===== src/rtl/usart_rx.sv =====
`timescale 1ns/1ps
`default_nettype none
// ============================================================================
// Module      : usart_rx
// Description : Oversampling 8N1 serial receiver. Recovers frames of
//               start + DATA_BITS data (LSB first) + one stop bit from rx_pin,
//               timed by ticks derived from the rising edges of serial_clock.
//               Received words are handed to the consumer through a
//               valid/ack holding register with sticky framing and overrun
//               flags.
// Ports       : clock          - system clock, rising edge
//               reset_n        - asynchronous active-low reset
//               serial_clock   - oversample clock, one tick per rising edge
//               rx_pin         - serial line, idle high, asynchronous
//               rx_data        - last good received word
//               rx_valid       - rx_data holds an unconsumed word
//               rx_ack         - consumer takes rx_data when high with rx_valid
//               clear_errors   - clears both sticky error flags
//               framing_error  - sticky, a stop bit was sampled low
//               overrun_error  - sticky, a good word was dropped
// Revision    : 1.0 - initial release
// ============================================================================
module usart_rx #(
    parameter int DATA_BITS  = 8,
    parameter int OVERSAMPLE = 16
) (
    input  logic                 clock,
    input  logic                 reset_n,
    input  logic                 serial_clock,
    input  logic                 rx_pin,
    output logic [DATA_BITS-1:0] rx_data,
    output logic                 rx_valid,
    input  logic                 rx_ack,
    input  logic                 clear_errors,
    output logic                 framing_error,
    output logic                 overrun_error
);

    // ------------------------------------------------------------------------
    // Constants
    // ------------------------------------------------------------------------
    localparam int c_TICK_W = $clog2(OVERSAMPLE);
    localparam int c_BIT_W  = (DATA_BITS > 1) ? $clog2(DATA_BITS) : 1;

    localparam logic [c_TICK_W-1:0] c_HALF_LAST = c_TICK_W'(OVERSAMPLE / 2 - 1);
    localparam logic [c_TICK_W-1:0] c_BIT_LAST  = c_TICK_W'(OVERSAMPLE - 1);
    localparam logic [c_BIT_W-1:0]  c_DATA_LAST = c_BIT_W'(DATA_BITS - 1);

    localparam logic [2:0] c_ST_IDLE    = 3'd0;
    localparam logic [2:0] c_ST_START   = 3'd1;
    localparam logic [2:0] c_ST_DATA    = 3'd2;
    localparam logic [2:0] c_ST_STOP    = 3'd3;
    localparam logic [2:0] c_ST_RECOVER = 3'd4;

    // ------------------------------------------------------------------------
    // Synchronizers and tick generation
    // ------------------------------------------------------------------------
    logic r_rx_meta;
    logic r_rx_sync;
    logic r_sc_meta;
    logic r_sc_sync;
    logic r_sc_prev;
    logic r_tick;

    // The line flops reset high so a reset release never looks like a start
    // bit. The tick is registered, so it is high during the cycle after the
    // third clock edge following a serial_clock rise.
    always_ff @(posedge clock or negedge reset_n) begin
        if (!reset_n) begin
            r_rx_meta <= 1'b1;
            r_rx_sync <= 1'b1;
            r_sc_meta <= 1'b0;
            r_sc_sync <= 1'b0;
            r_sc_prev <= 1'b0;
            r_tick    <= 1'b0;
        end else begin
            r_rx_meta <= rx_pin;
            r_rx_sync <= r_rx_meta;
            r_sc_meta <= serial_clock;
            r_sc_sync <= r_sc_meta;
            r_sc_prev <= r_sc_sync;
            r_tick    <= r_sc_sync & ~r_sc_prev;
        end
    end

    // ------------------------------------------------------------------------
    // Receive FSM and datapath registers
    // ------------------------------------------------------------------------
    logic [2:0]           r_state;
    logic [2:0]           w_state_next;
    logic [c_TICK_W-1:0]  r_tick_cnt;
    logic [c_BIT_W-1:0]   r_bit_cnt;
    logic [DATA_BITS-1:0] r_shift;
    logic [DATA_BITS-1:0] w_shift_next;
    logic [DATA_BITS-1:0] r_data;
    logic                 r_valid;
    logic                 r_framing;
    logic                 r_overrun;

    logic w_half_reached;
    logic w_bit_end;

    logic w_cnt_clr;
    logic w_cnt_inc;
    logic w_bit_clr;
    logic w_bit_inc;
    logic w_shift_en;
    logic w_stop_good;
    logic w_stop_bad;
    logic w_overrun;

    assign w_half_reached = (r_tick_cnt == c_HALF_LAST);
    assign w_bit_end      = (r_tick_cnt == c_BIT_LAST);

    // New bits enter at the MSB end so the first (LSB) bit ends up in bit 0
    // once all DATA_BITS samples have been taken.
    generate
        if (DATA_BITS > 1) begin : g_shift_multi
            assign w_shift_next = {r_rx_sync, r_shift[DATA_BITS-1:1]};
        end else begin : g_shift_single
            assign w_shift_next = r_rx_sync;
        end
    endgenerate

    // State register
    always_ff @(posedge clock or negedge reset_n) begin
        if (!reset_n) begin
            r_state <= c_ST_IDLE;
        end else begin
            r_state <= w_state_next;
        end
    end

    // Next-state logic; the FSM only moves on tick cycles
    always_comb begin
        w_state_next = r_state;
        if (r_tick) begin
            case (r_state)
                c_ST_IDLE: begin
                    if (!r_rx_sync) begin
                        w_state_next = c_ST_START;
                    end
                end
                c_ST_START: begin
                    // A start bit that is high again at mid-bit was a glitch
                    if (w_half_reached) begin
                        w_state_next = r_rx_sync ? c_ST_IDLE : c_ST_DATA;
                    end
                end
                c_ST_DATA: begin
                    if (w_bit_end && (r_bit_cnt == c_DATA_LAST)) begin
                        w_state_next = c_ST_STOP;
                    end
                end
                c_ST_STOP: begin
                    // Re-arming at mid-stop lets back-to-back frames through;
                    // a low stop bit waits in RECOVER for the line to idle so
                    // a break is not taken as a stream of start bits.
                    if (w_bit_end) begin
                        w_state_next = r_rx_sync ? c_ST_IDLE : c_ST_RECOVER;
                    end
                end
                c_ST_RECOVER: begin
                    if (r_rx_sync) begin
                        w_state_next = c_ST_IDLE;
                    end
                end
                default: begin
                    w_state_next = c_ST_IDLE;
                end
            endcase
        end
    end

    // Output / control strobes
    always_comb begin
        w_cnt_clr   = 1'b0;
        w_cnt_inc   = 1'b0;
        w_bit_clr   = 1'b0;
        w_bit_inc   = 1'b0;
        w_shift_en  = 1'b0;
        w_stop_good = 1'b0;
        w_stop_bad  = 1'b0;
        if (r_tick) begin
            case (r_state)
                c_ST_IDLE: begin
                    w_cnt_clr = ~r_rx_sync;
                end
                c_ST_START: begin
                    if (w_half_reached) begin
                        w_cnt_clr = ~r_rx_sync;
                        w_bit_clr = ~r_rx_sync;
                    end else begin
                        w_cnt_inc = 1'b1;
                    end
                end
                c_ST_DATA: begin
                    if (w_bit_end) begin
                        w_cnt_clr  = 1'b1;
                        w_shift_en = 1'b1;
                        w_bit_inc  = 1'b1;
                    end else begin
                        w_cnt_inc = 1'b1;
                    end
                end
                c_ST_STOP: begin
                    if (w_bit_end) begin
                        w_stop_good = r_rx_sync;
                        w_stop_bad  = ~r_rx_sync;
                    end else begin
                        w_cnt_inc = 1'b1;
                    end
                end
                default: begin
                    w_cnt_clr = 1'b0;
                end
            endcase
        end
    end

    // A good frame that finds the holding register still full and not being
    // acked in the same cycle is dropped.
    assign w_overrun = w_stop_good & r_valid & ~rx_ack;

    // Counters and shift register
    always_ff @(posedge clock or negedge reset_n) begin
        if (!reset_n) begin
            r_tick_cnt <= '0;
            r_bit_cnt  <= '0;
            r_shift    <= '0;
        end else begin
            if (w_cnt_clr) begin
                r_tick_cnt <= '0;
            end else if (w_cnt_inc) begin
                r_tick_cnt <= r_tick_cnt + c_TICK_W'(1);
            end

            if (w_bit_clr) begin
                r_bit_cnt <= '0;
            end else if (w_bit_inc) begin
                r_bit_cnt <= r_bit_cnt + c_BIT_W'(1);
            end

            if (w_shift_en) begin
                r_shift <= w_shift_next;
            end
        end
    end

    // Holding register and sticky flags; set conditions win over clears
    always_ff @(posedge clock or negedge reset_n) begin
        if (!reset_n) begin
            r_data    <= '0;
            r_valid   <= 1'b0;
            r_framing <= 1'b0;
            r_overrun <= 1'b0;
        end else begin
            if (w_stop_good && !w_overrun) begin
                r_data  <= r_shift;
                r_valid <= 1'b1;
            end else if (r_valid && rx_ack) begin
                r_valid <= 1'b0;
            end

            if (w_stop_bad) begin
                r_framing <= 1'b1;
            end else if (clear_errors) begin
                r_framing <= 1'b0;
            end

            if (w_overrun) begin
                r_overrun <= 1'b1;
            end else if (clear_errors) begin
                r_overrun <= 1'b0;
            end
        end
    end

    assign rx_data       = r_data;
    assign rx_valid      = r_valid;
    assign framing_error = r_framing;
    assign overrun_error = r_overrun;

endmodule
`default_nettype wire


===== config.mk =====
export PLATFORM = sky130hd
export DESIGN_NAME = usart_rx
export DESIGN_NICKNAME = d
export VERILOG_FILES = /design/src/rtl/usart_rx.sv
export SDC_FILE = /design/constraint.sdc
export NUM_CORES = 1
export LEC_CHECK = 0
export ABC_AREA = 0
export CORE_ASPECT_RATIO = 0.7
export CORE_MARGIN = 2
export CORE_UTILIZATION = 50
export DETAILED_ROUTE_END_ITERATION = 7
export PLACE_DENSITY = 0.72
export REMOVE_ABC_BUFFERS = 1
export SLEW_MARGIN = 30
export SYNTH_ARGS = -nofsm -noshare
export SYNTH_HDL_FRONTEND = slang
export SYNTH_SLANG_ARGS = --single-unit
export TNS_END_PERCENT = 30

===== constraint.sdc =====
create_clock -name clock -period 4.55 [get_ports clock]
set_clock_uncertainty 0.15 [all_clocks]
set_input_delay 0.91 -clock clock [delete_from_list [all_inputs] [get_ports clock]]
set_output_delay 0.91 -clock clock [all_outputs]
set_load 0.1 [all_outputs]

==> results of run 1 <==
[stage by stage]
step	cells	utilization	setup WS, ps
after floorplan	114	-	2420
after global placement	167	0.594	1810
after detailed placement	167	0.594	1730
after CTS	175	0.626	1690
after global routing	175	0.626	1660
final	175	0.626	1720
[cell families after synthesis]
family / synth area share
muxes: 0.142
xor gates and xnor gates: 0.0286
and+or+nand+nor: 0.102
buffers and inverters: 0.0311
DFF: 0.591
AOI/OAI and AO/OA: 0.0800
adders and majority gates: 0.0253
[synthesized netlist by cell type, types with 3 or more instances]
master / n / area (um^2)
dfrtp_1: 33 / 826
o22ai_1: 4 / 25.0
a21oi_1: 3 / 15.0
o21ai_0: 4 / 20.0
mux2_2: 17 / 191
inv_1: 6 / 22.5
ha_1: 3 / 37.5
nor2_1: 8 / 30.0
nand2_1: 7 / 26.3
nor2b_1: 4 / 25.0
buf_2: 4 / 20.0
nand3_1: 3 / 15.0
[registers in the layout, summed over array words and instances (netlist names)]
register	flops
r_shift	8
rx_data	8
r_tick_cnt	4
r_bit_cnt	3
r_state	3
framing_error	1
overrun_error	1
r_rx_meta	1
r_rx_sync	1
r_sc_meta	1
r_sc_prev	1
r_sc_sync	1
r_tick	1
rx_valid	1
[layer usage]
layer / global-route usage / routed length, um
met1: 0.208 / 1130
met2: 0.229 / 1070
met3: 0.0654 / 121
met4: 0.0392 / 19
met5: 0 / 0
[worst paths after layout]
kind,start,to,slack [ps]
max,rx_data[5]$_DFFE_PN0P_,rx_data[5],1720
min,r_sc_meta$_DFF_PN0_,r_sc_sync$_DFF_PN0_,200
max reg2reg,r_state[1]$_DFFE_PN0P_,rx_data[1]$_DFFE_PN0P_,2210
min reg2reg,r_sc_meta$_DFF_PN0_,r_sc_sync$_DFF_PN0_,200
max in group asynchronous,reset_n,r_rx_sync$_DFF_PN1_,3040
min in group asynchronous,reset_n,rx_data[5]$_DFFE_PN0P_,880
[area by class of cell]
cell class	count	area, um^2
flip-flops and latches	35	878
repair buffers	17	168
fillers	220	1060
well taps	36	45.0
clock buffers	7	86.3
clock inverters	1	5.00
inverters	6	22.5
multi-input cells	73	562
[power by group]
group / switching, mW / leakage, nW / internal, mW
registers: 0.0301 / 0.468 / 0.333
logic: 0.0456 / 0.304 / 0.0399
clock network: 0.0978 / 0.0482 / 0.122
total: 0.173 / 0.820 / 0.495
==> flow_results.org, run 1 <==
** Run status
- The run finished with clean final reports.

** Critical path
- Counting both buffers and inverters, the worst setup path holds a total of 1.
- WP data required :: 3490 ps
- Crit path largest cell delay :: approximately 1100 ps
- Kind of end point of the critical path :: output pin
- Critical path's slowest cell :: clkdlybuf4s50_1
- Cells along the critical path :: clkdlybuf4s50_1
- By startpoint and endpoint, the worst setup path is classified as reg -> out.
- Largest driver fanout on the critical path :: 2
- For the worst flop-to-flop path, the logic depth is 4.
- In this run the number of cells on the critical path is 1.
- STA classifies the critical path startpoint as a flop.
- On the critical path the largest part of the delay comes from buffers and inverters.
- Data on the critical path arrives at its endpoint at around 1800 ps.

** Global routing
- Entering global routing, the biggest net connects 36 pins.
- In the global route stage, overall resource usage came out at 0.153.
- Initial antenna violation count :: 0
- Final global-route overflow total :: 0
- The via count of the first global-routing pass is around 900.
- The first global-routing pass estimated about 4 mm of wire.

** Pwr
- For this design the static power due to leakage is approximately 0.8 nW.
- Largest voltage drop on the vdd net :: roughly 210 uV
- For this design the ratio of total power to cell area is 378 nW/um^2.
- PnR Total Power :: between 0.6 and 0.7 mW

** Die
- I/O Pins :: 17
- Die Y-Extent :: a little under 50 um
- Core Area :: around 2800 um^2
- For this configuration, the core starts out at a cell density of 0.527.
- Die Area :: about 3400 um^2
- The floorplan has 16 rows.
- In this run the horizontal extent of the chip is 69.2 um.

** Finish
- Layout cell share with drive strength beyond 1 :: 0.230
- Compared with the post-synthesis result, the final layout area differs by 18.9%.
- Final Instance Area :: 1770 um^2
- Antenna Cells :: 0
- Most common library cell in the layout ignoring fill and taps :: dfrtp_1
- Post-layout nets :: 147
- In the layout the commonest cells are 33 x dfrtp_1, 17 x mux2_2, 16 x clkdlybuf4s50_1.

** Synthesis
- Most used flip-flop cell after synthesis :: dfrtp_1
- Counting flops with an async set or reset pin after synthesis yields a share of 1.00.
- Combined area of all synthesized cells :: approximately 1500 um^2
- In the synthesized netlist, the number of instances is 119.
- Register bit count reported by yosys :: 35
- For this run, the register share of the synthesized area comes to 0.591.
- Synthesis instantiated 32 different standard cells from the library.
- Average footprint of a synthesized cell :: roughly 12 um^2
- Post-synth EDFFs :: 0
- The Yosys step of the flow raised 0 warnings.

** Placement
- In this run the cell area measured after placement is around 1700 um^2.
- In this run the tool buffered the top-level ports with 16 buffer cells.
- At the end of routability-driven placement, the weighted congestion stood at 0.780.
- Detailed placement finished with a half-perimeter wire length of around 1.7 mm.

** Detailed routing
- Per-cell via count in the routed design :: 5.35
- The detailed router placed 937 vias in this run.
- After detailed routing, the total wire length is 2.34 mm.
- Remaining routing DRC violations :: 0
- Average wire per cell in the routed design :: 13.4 um
- Initial DRT Pass Iterations :: 4
- Once detail routing completed, the nets flagged for antenna violations numbered 0.
- Drt first-iter violations :: 62

** Timing
- The final number of max-transition violations was 0.
- The number of hold violations in the final report came to 0.
- Share of the clock period used by the worst path after layout :: 0.622
- Measured against its own limit, the worst slew margin works out to 0.344.
- For the pin with the worst max-slew slack, the measured transition is about 980 ps.
- Setup repair after global routing left no endpoint under its margin.
- Count of endpoints failing setup in the final report :: 0
- Based on the critical path, the design can be clocked at up to between 300 and 400 MHz.
- Final min period :: ~2800 ps
- Worst Hold Margin :: a little under 200 ps
- Final sum of negative setup slack :: 0 ps

** Clock tree
- The cell sitting at the root of the clock tree is a clkbuf_8.
- The clock passes through at most 2 buffers.
- After clock tree synthesis, the flow added hold-fix buffers numbering 0.
- Clock buffer count from CTS :: 5
- Post-CTS repair changed the size of 0 cells.
- Post-CTS Setup Bufs :: 0
- Maximum level of the CTS H-tree :: 2
- Clock transition time at the flip-flop clock pins of the worst setup and hold paths :: approximately 70 ps
- CTS saw 35 sinks.
- Clock latency on the worst-skew pair :: about 270 ps
- Clock tree from TritonCTS :: yes

** Min path
- Class of the worst hold path :: reg -> reg
- Hold Path Stages :: 0

** Job
- # Max-Cap Violations :: 0
Power figures use the tool's default switching activity.
==> inputs of run 2 (changes only) <==
clock period = 2.71 ns   (was 4.55 ns; I/O delays follow)
==> flow_results.org, run 2 (synthesis gave the netlist of run 1 again) <==
** Timing
- Setup repair after global routing left no endpoint under its margin.
- Worst Hold Margin :: around 200 ps
- Final min period :: 2080 ps
- Count of endpoints failing setup in the final report :: 0
- Final sum of negative setup slack :: 0 ps
- The final number of max-transition violations was 0.
- Max frequency :: between 400 and 500 MHz
- Pin slew with the least headroom to its limit :: just over 600 ps
- Share of the clock period used by the worst path after layout :: 0.767
- Max transition margin :: 0.596
- The number of hold violations in the final report was 0.

** Detailed routing
- Drt first-iter violations :: 62
- Remaining routing DRC violations :: 0
- Number of nets with antenna violations after detailed routing :: 0
- The routed layout has approximately 960 vias.
- The first detailed-routing pass ran for 4 iterations.
- Total wire length after detailed routing :: 2.46 mm
- Using the TritonRoute via totals, the vias-per-cell ratio works out to approximately 5.5.
- Dividing the detail-routed wire length by the instance count gives 14.0 um.

** Critical path
- The slowest stage of the critical path is the nand3_1 cell.
- The number of buffers and inverters on the critical path is 0.
- Of all nets on the critical path, the largest fanout is 13.
- Endpoint arrival time on the critical path :: 2100 ps
- At the worst endpoint, the required time is roughly 2700 ps.
- CP top delay family :: simple AND/OR/NAND/NOR gates
- Critical Path Source Type :: flop
- Cells along the critical path :: ha_1, and4_2, nand3_1, mux2_2
- The worst setup path is of the reg -> reg kind.
- Kind of end point of the critical path :: flop
- Crit path largest cell delay :: 470 ps

** Clock tree
- Maximum level of the CTS H-tree :: 2
- Post-CTS Setup Bufs :: 0
- Clock latency on the worst-skew pair :: around 280 ps
- Clock transition time at the flip-flop clock pins of the worst setup and hold paths :: around 60 ps
- Post-cts resize count :: 0
- Clock Path Buffers :: 2
- Buffers inserted to repair hold after CTS numbered 0.
- Number of sinks handled by clock tree synthesis :: 35
- TritonCTS built the clock tree.
- Clock root buffer :: clkbuf_8
- Clock buffer count from CTS :: 5

** Global routing
- In the global route stage, met2 resource usage came out at 0.240.
- The first global-routing pass estimated roughly 4.3 mm of wire.
- Number of global-route vias before repair :: 936
- After global routing the overflow that remains totals 0.
- M1 GR Usage :: 0.221
- Met3 Track Usage GR :: 0.0716
- Most used routing layer in global routing :: met2
- GRT Overall Usage :: 0.166
- Initial antenna violation count :: 0
- Entering global routing, the biggest net connects 36 pins.

** Pwr
- In this run the static leakage power is between 0.8 and 0.9 nW.
- The share of total power dissipated in sequential elements is 0.496.
- Of the total power, the clock network draws 0.385.
- Of the total power, the share spent switching nets is 0.247.
- Power per standard cell area :: just under 700 nW/um^2
- Cell internal power was estimated by the tool at 0.923 mW.
- Largest voltage drop on the vdd net :: ~400 uV
- PnR Total Power :: between 1 and 1.5 mW
- The share of total power dissipated in combinational logic is 0.119.
- P_sw :: 0.303 mW

** Finish
- Final Instance Area :: around 1800 um^2
- Layout cell share with drive strength beyond 1 :: 0.321
- After filler insertion, the fill cell instance count of the layout stands at 219.
- The net count of the finished layout is about 150.
- Most common library cell in the layout ignoring fill and taps :: dfrtp_1
- Multi-input combinational cell area :: 562 um^2
- Layout Cells excl Fill :: approximately 180
- Area Overhead vs Synth :: 19.3%
- Leading cell types in the layout, fill and taps excluded :: 33 x dfrtp_1, 17 x mux2_2, 13 x buf_4
- The number of antenna diodes in the final layout is 0.
- The sequential cells in the finished layout cover a total of a little under 900 um^2.

** Die
- In this run the horizontal extent of the chip is just under 70 um.
- Die Y-Extent :: roughly 50 um
- Starting density of the core :: 0.527
- Num rows :: 16
- Core Area :: ~2800 um^2
- Die Area :: approximately 3400 um^2
- For this design the top-level I/O count stands at 17.

** Run status
- Outcome :: complete, no violations

** Placement
- Final weighted congestion in routability-driven placement :: approximately 0.78
- Including well taps, the total number of placed cells is roughly 170.
- Detailed placement finished with a half-perimeter wire length of 1.75 mm.
- The count of buffers added on input and output ports is 16.
- Once placement finished, the instance area stood at about 1700 um^2.

** Min path
- Class of the worst hold path :: reg -> reg

** Job
- # Max-Cap Violations :: 0
## run 2: cell types whose count changed in the layout (fill, tap and decap cells not counted), sizes merged
cell	previous run	this run
clkbuf	7	6
buf	1	13
bufinv	0	1
clkdlybuf4s50	16	5
## run 2: path summary, 6_finish.rpt
kind | endpoint | depth (start not counted) | from | slack (ps)
setup / recovery | r_shift[7]$_DFFE_PN0P_ | 4 | r_tick_cnt[0]$_DFFE_PN0P_ | 630
hold / removal | r_sc_sync$_DFF_PN0_ | 0 | r_sc_meta$_DFF_PN0_ | 200
setup reg to reg | r_shift[7]$_DFFE_PN0P_ | 4 | r_tick_cnt[0]$_DFFE_PN0P_ | 630
hold reg to reg | r_sc_sync$_DFF_PN0_ | 0 | r_sc_meta$_DFF_PN0_ | 200
max in group asynchronous | r_rx_sync$_DFF_PN1_ | 2 | reset_n | 1570
min in group asynchronous | r_tick_cnt[1]$_DFFE_PN0P_ | 2 | reset_n | 510
## run 2: area by class of cell
type | instances | share of cell area
clock buffers | 6 | 0.0466
clock inverters | 2 | 0.0198
inverters | 6 | 0.0127
multi-input cells | 73 | 0.317
flip-flops and latches | 35 | 0.495
well taps | 36 | 0.0254
repair buffers | 18 | 0.0833
## run 2: metrics by stage
step                setup slack, ps  utilization
finish                          631        0.628
global route                    478        0.628
CTS                             624        0.628
detailed placement              608        0.586
global placement                669        0.586
floorplan                       636            -
## run 2: power by group through the flow
stage                     clock, mW  sequential [mW]  combinational (mW)
after floorplan                   0            0.606               0.106
after global placement            0            0.614               0.137
after detailed placement          0            0.616               0.147
after CTS                     0.488            0.607               0.147
after global routing          0.513            0.617               0.167
final                         0.472            0.607               0.146
## run 2: metal layers
| layer | share of wire | up-vias |
|---|---|---|
| li1 | - | 450 |
| met5 | 0 | - |
| met1 | 0.48 | 483 |
| met4 | 0.013 | 0 |
| met3 | 0.056 | 5 |
| met2 | 0.45 | 24 |
